`src/rtl/ram_sample_logger_master.sv`:
```
// Avalon-MM write master that streams 32-bit samples from a valid/ready sink
// into a software-configured word window of on-chip RAM, either once
// (one-shot) or continuously as a ring buffer.
module ram_sample_logger_master #(
    parameter int ADDR_W = 16,
    parameter int LEN_W  = 14
) (
    input  logic              clk,
    input  logic              reset,
    input  logic              start,
    input  logic              stop,
    input  logic [ADDR_W-1:0] cfg_base,
    input  logic [LEN_W-1:0]  cfg_len,
    input  logic              cfg_circular,
    input  logic [31:0]       snk_data,
    input  logic              snk_valid,
    output logic              snk_ready,
    output logic [ADDR_W-1:0] avm_address,
    output logic              avm_write,
    output logic [31:0]       avm_writedata,
    output logic [3:0]        avm_byteenable,
    input  logic              avm_waitrequest,
    output logic              busy,
    output logic              done,
    output logic              wrapped,
    output logic [LEN_W-1:0]  wr_ptr
);

    typedef enum logic [1:0] {
        ST_IDLE,
        ST_ARMED,
        ST_WRITE
    } state_t;

    state_t            state;
    logic [ADDR_W-1:0] base_q;
    logic [LEN_W-1:0]  len_q;
    logic              circ_q;
    logic              stop_pend;

    logic              last_word;
    logic [LEN_W-1:0]  ptr_next;
    logic [ADDR_W-1:0] write_addr;

    // Full words only; the RAM slave ignores byte lanes otherwise.
    assign avm_byteenable = 4'hF;

    // Window bookkeeping derived from the latched config and current pointer.
    always_comb begin
        last_word  = (wr_ptr == (len_q - LEN_W'(1)));
        ptr_next   = last_word ? '0 : (wr_ptr + LEN_W'(1));
        write_addr = base_q + (ADDR_W'(wr_ptr) << 2);
    end

    // Capture FSM; every output is a register updated alongside the state.
    always_ff @(posedge clk) begin
        if (reset) begin
            state         <= ST_IDLE;
            base_q        <= '0;
            len_q         <= '0;
            circ_q        <= 1'b0;
            stop_pend     <= 1'b0;
            snk_ready     <= 1'b0;
            avm_address   <= '0;
            avm_write     <= 1'b0;
            avm_writedata <= '0;
            busy          <= 1'b0;
            done          <= 1'b0;
            wrapped       <= 1'b0;
            wr_ptr        <= '0;
        end else begin
            case (state)
                ST_IDLE: begin
                    if (start && (cfg_len != '0)) begin
                        base_q    <= cfg_base & ~ADDR_W'(3);
                        len_q     <= cfg_len;
                        circ_q    <= cfg_circular;
                        stop_pend <= 1'b0;
                        wr_ptr    <= '0;
                        done      <= 1'b0;
                        wrapped   <= 1'b0;
                        busy      <= 1'b1;
                        snk_ready <= 1'b1;
                        state     <= ST_ARMED;
                    end
                end

                ST_ARMED: begin
                    if (snk_valid) begin
                        // A stop arriving with the sample is deferred until
                        // that sample has been written.
                        avm_writedata <= snk_data;
                        avm_address   <= write_addr;
                        avm_write     <= 1'b1;
                        snk_ready     <= 1'b0;
                        stop_pend     <= stop;
                        state         <= ST_WRITE;
                    end else if (stop) begin
                        done      <= 1'b1;
                        busy      <= 1'b0;
                        snk_ready <= 1'b0;
                        state     <= ST_IDLE;
                    end
                end

                ST_WRITE: begin
                    if (!avm_waitrequest) begin
                        avm_write <= 1'b0;
                        wr_ptr    <= ptr_next;
                        if (last_word && circ_q) begin
                            wrapped <= 1'b1;
                        end
                        if ((last_word && !circ_q) || stop_pend || stop) begin
                            done      <= 1'b1;
                            busy      <= 1'b0;
                            stop_pend <= 1'b0;
                            state     <= ST_IDLE;
                        end else begin
                            snk_ready <= 1'b1;
                            state     <= ST_ARMED;
                        end
                    end else if (stop) begin
                        stop_pend <= 1'b1;
                    end
                end

                default: begin
                    state <= ST_IDLE;
                end
            endcase
        end
    end

endmodule

```
`config.mk`:
```
export PLATFORM = sky130hd
export DESIGN_NAME = ram_sample_logger_master
export DESIGN_NICKNAME = d
export VERILOG_FILES = /design/src/rtl/ram_sample_logger_master.sv
export SDC_FILE = /design/constraint.sdc
export NUM_CORES = 1
export LEC_CHECK = 0
export BUFFER_PORTS_ARGS = -buffer_cell sky130_fd_sc_hd__buf_2
export CAP_MARGIN = 15
export CORE_MARGIN = 1
export CORE_UTILIZATION = 40
export DETAILED_ROUTE_END_ITERATION = 8
export HOLD_SLACK_MARGIN = 0.03
export SETUP_SLACK_MARGIN = 0.2
export SLEW_MARGIN = 10
export SYNTH_ARGS = -nofsm -noshare
export SYNTH_HDL_FRONTEND = slang
export SYNTH_SLANG_ARGS = --single-unit
```
`constraint.sdc`:
```
create_clock -name clk -period 6.8 [get_ports clk]
set_input_delay 0.68 -clock clk [delete_from_list [all_inputs] [get_ports clk]]
set_output_delay 0.68 -clock clk [all_outputs]
set_load 0.02 [all_outputs]
```
==> metrics.txt <==
Crit-path slowest cell=or4_4; status=finished, final reports clean; number of global-route vias before repair=4495; Sink Count=97; gr ovfl total=0; buffer and inverter count on the worst path=1; per-cell via count in the routed design=5.162; final hold violation count=0; global router's overall resource usage=0.2039; half-perimeter wire length after placement=9.014 mm; post-route minimum period=3.023 ns; delay contributed by the slowest stage of the critical path=0.55 ns; portion of the post-synthesis area used by sequential elements=0.3940; fraction of the cycle the final worst path needs=0.4446; power density over cell area=285.1 nW/um^2; antenna diode count=0; CP Max Fanout=13; Final Skew=0.002765 ns; Area Growth Syn to Fin=20.08%; number of iterations in the first detailed-routing pass=4; count of state elements after synthesis=97; # fillers=approximately 1200; synthesized instance count=~620; total of cells resized after clock tree synthesis=0; final antenna-violating net count=0; transition time of the tightest slew-check pin=around 1.1 ns; die span in y=113 um; FP Rows=40; share of cells above drive strength 1=0.2171; headroom to the max-slew limit=0.2554; port bufs=about 130; critical-path cell list=inv_1 > ha_1 > or3b_1 > nor4_4 > xnor2_1 > or4_4 > o41ai_1 > a21o_1 > nor2_1; sequential standard cell area=1942 sq um; start point of the critical path=len_q[0]; crit path DAT=3.24 ns; initial core utilization=0.4103; Yosys warnings=0; H-Tree Level Count=3; Syn Area/Cell=slightly below 8 sq um; EDFF count, synth=0; clock latency reported for the late side of the worst-skew pair=0.34 ns; required arrival time at the worst endpoint=7.02 ns; area occupied by multi-input gates=2741 sq um; TritonCTS Buffers=9; share of synthesized registers carrying an async set or reset=0; number of hold buffers added after CTS=0; Final Hold Slack=0.4501 ns; Clk Tree Root Cell=clkbuf_16; CTS tree=yes; family with the most delay on the worst path=simple AND/OR/NAND/NOR gates; Final setup viols=0; final estimated routing congestion in global placement=0.8769; I/O pin total=140; CTS Buffer Depth=2; library cells used by synthesis=60; horizontal extent of the die=between 100 and 150 um; Power, Total=1.687 mW; origin of the critical flop-to-flop path=len_q[0]; critical path endpoint category=flip-flop; maximum capacitance violations=0; number of violations reported at the end of detailed-routing iteration 0=185; wire length of the first global-routing pass=20.91 mm; number of buffers inserted to repair setup after CTS=0; class of the most critical hold timing path=reg2reg; die area=12770 sq um; beginning of the worst hold path=avm_writedata[0]; startpoint type of the worst setup path=flip-flop; final net count=822; peak ir drop on the vdd network=around 0.00014 V; sum of routed wire length over all layers=12.37 mm; total via count after detailed routing=4563; number of antenna violations at the first check in global routing=0; core area=approximately 12000 sq um; number of max-slew violations in the final report=0; leak pwr=2.589 nW; routed length per placed instance=14.00 um; sum of negative setup slack=0 ns; maximum number of pins on one net before global-route repair=96; critical path class=reg2reg; maximum clock frequency=0.3308 GHz; total DRC errors in the routed layout=0; setup repair after global routing missed its margin=false; mapped cell area=4928 sq um; most used flip-flop cell after synthesis=dfxtp_1; clock slew seen by the registers of the worst setup and hold paths=0.06 ns
## registers in the layout, summed over array words and instances (netlist names)
signal and flops:
avm_address 14, avm_write 1, avm_writedata 32, base_q 14
busy 1, circ_q 1, done 1, len_q 14
snk_ready 1, state 2, stop_pend 1, wr_ptr 14
wrapped 1
## final cells by class
class                           instances  area share
Multi-Input combinational cell        474      0.4632
Inverter                               15    0.009514
Timing Repair Buffer                  135      0.1159
Tap cell                              147     0.03108
Sequential cell                        97      0.3281
Clock inverter                          2    0.005920
Clock buffer                           14     0.04630
## worst register-to-register path: cells and delay by family (launching register included)
kind	cells	cell delay [ns]
AOI/OAI and AO/OA	2	0.72
and+or+nand+nor	4	1.47
adders and majority gates	1	0.20
DFF	1	0.35
buffers and inverters	1	0.07
xor gates and xnor gates	1	0.10
## stage by stage
stage                     instance area [sq um]    util  setup WS [ns]  cells
after floorplan                            4943       -          4.062    625
after global placement                     5609  0.4670          3.633    868
after detailed placement                   5609  0.4670          3.657    868
after CTS                                  5918  0.4927          3.778    884
after global routing                       5918  0.4927          3.598    884
final                                      5918  0.4927          3.777    884
## synthesized netlist by cell type, types with 6 or more instances
master / n / area, sq um
or4_1: 7 / 52.55
a21oi_1: 82 / 410.4
ha_1: 20 / 250.2
xnor2_1: 23 / 201.4
a31oi_1: 8 / 50.05
nor3_1: 16 / 80.08
nand2_1: 149 / 559.3
clkbuf_1: 26 / 97.59
inv_1: 15 / 56.30
nand3b_1: 7 / 52.55
o21ai_0: 9 / 45.04
dfxtp_1: 97 / 1942
nand3_1: 8 / 40.04
nor2_1: 37 / 138.9
buf_4: 6 / 45.04
xor2_1: 14 / 122.6
## where the power goes
part,internal [mW],switching [mW],total [mW],leakage (nW)
clock network,0.315,0.207,0.522,0.153
logic,0.178,0.309,0.487,1.65
registers,0.631,0.0477,0.678,0.790
total,1.12,0.563,1.69,2.59
## path summary, 6_finish.rpt
kind / to / slack (ns) / cells past startpoint
worst min-delay path: avm_writedata[0] / 0.45 / 2
worst max register to register: wr_ptr[12] / 3.78 / 9
worst min register to register: avm_writedata[0] / 0.45 / 2
worst max-delay path: wr_ptr[12] / 3.78 / 9
## per-layer routing
layer | vias up | track usage | share of wire
met1 | 2079 | 0.2564 | 0.46
li1 | 2339 | - | -
met5 | - | 0 | 0
met3 | 19 | 0.05249 | 0.067
met4 | 0 | 0.08421 | 0.021
met2 | 126 | 0.3325 | 0.45
## placed cells by master (no fill, tap or decap), types with 3 or more instances in the layout
master / synthesis / layout
a21o_1: 4 / 4
buf_2: 2 / 131
nand2_1: 149 / 149
a211oi_1: 5 / 5
o21a_1: 4 / 4
or2_2: 4 / 4
dfxtp_1: 97 / 97
nor4b_1: 4 / 4
a211o_1: 3 / 3
ha_1: 20 / 20
a31oi_1: 8 / 8
nand3_1: 8 / 8
nand2b_1: 5 / 5
nor4_1: 3 / 3
nand3b_1: 7 / 7
nor3b_1: 3 / 3
inv_1: 15 / 15
clkbuf_8: 1 / 3
and3_1: 5 / 5
nand4_1: 3 / 3
buf_4: 6 / 4
and2_1: 4 / 4
o31ai_1: 4 / 4
nor2_1: 37 / 37
nor3_1: 16 / 16
xnor2_1: 23 / 23
a21oi_1: 82 / 82
conb_1: 2 / 6
clkbuf_16: 0 / 9
xor2_1: 14 / 14
nor2b_1: 4 / 4
or4_1: 7 / 7
o21ai_0: 9 / 9
## logic make-up (layout without fill, tap and decap cells)
logic type,Yosys count,after routing,synth area share
compound gates,138,138,0.1676
xor+xnor,37,37,0.06575
fa+ha+maj,21,21,0.05484
buf+inv,54,166,0.05280
flops,97,97,0.3940
mux,4,4,0.008631
other cells,2,6,0.001524
simple gates,268,268,0.2549
No activity file was read; power rests on OpenSTA's default activity.
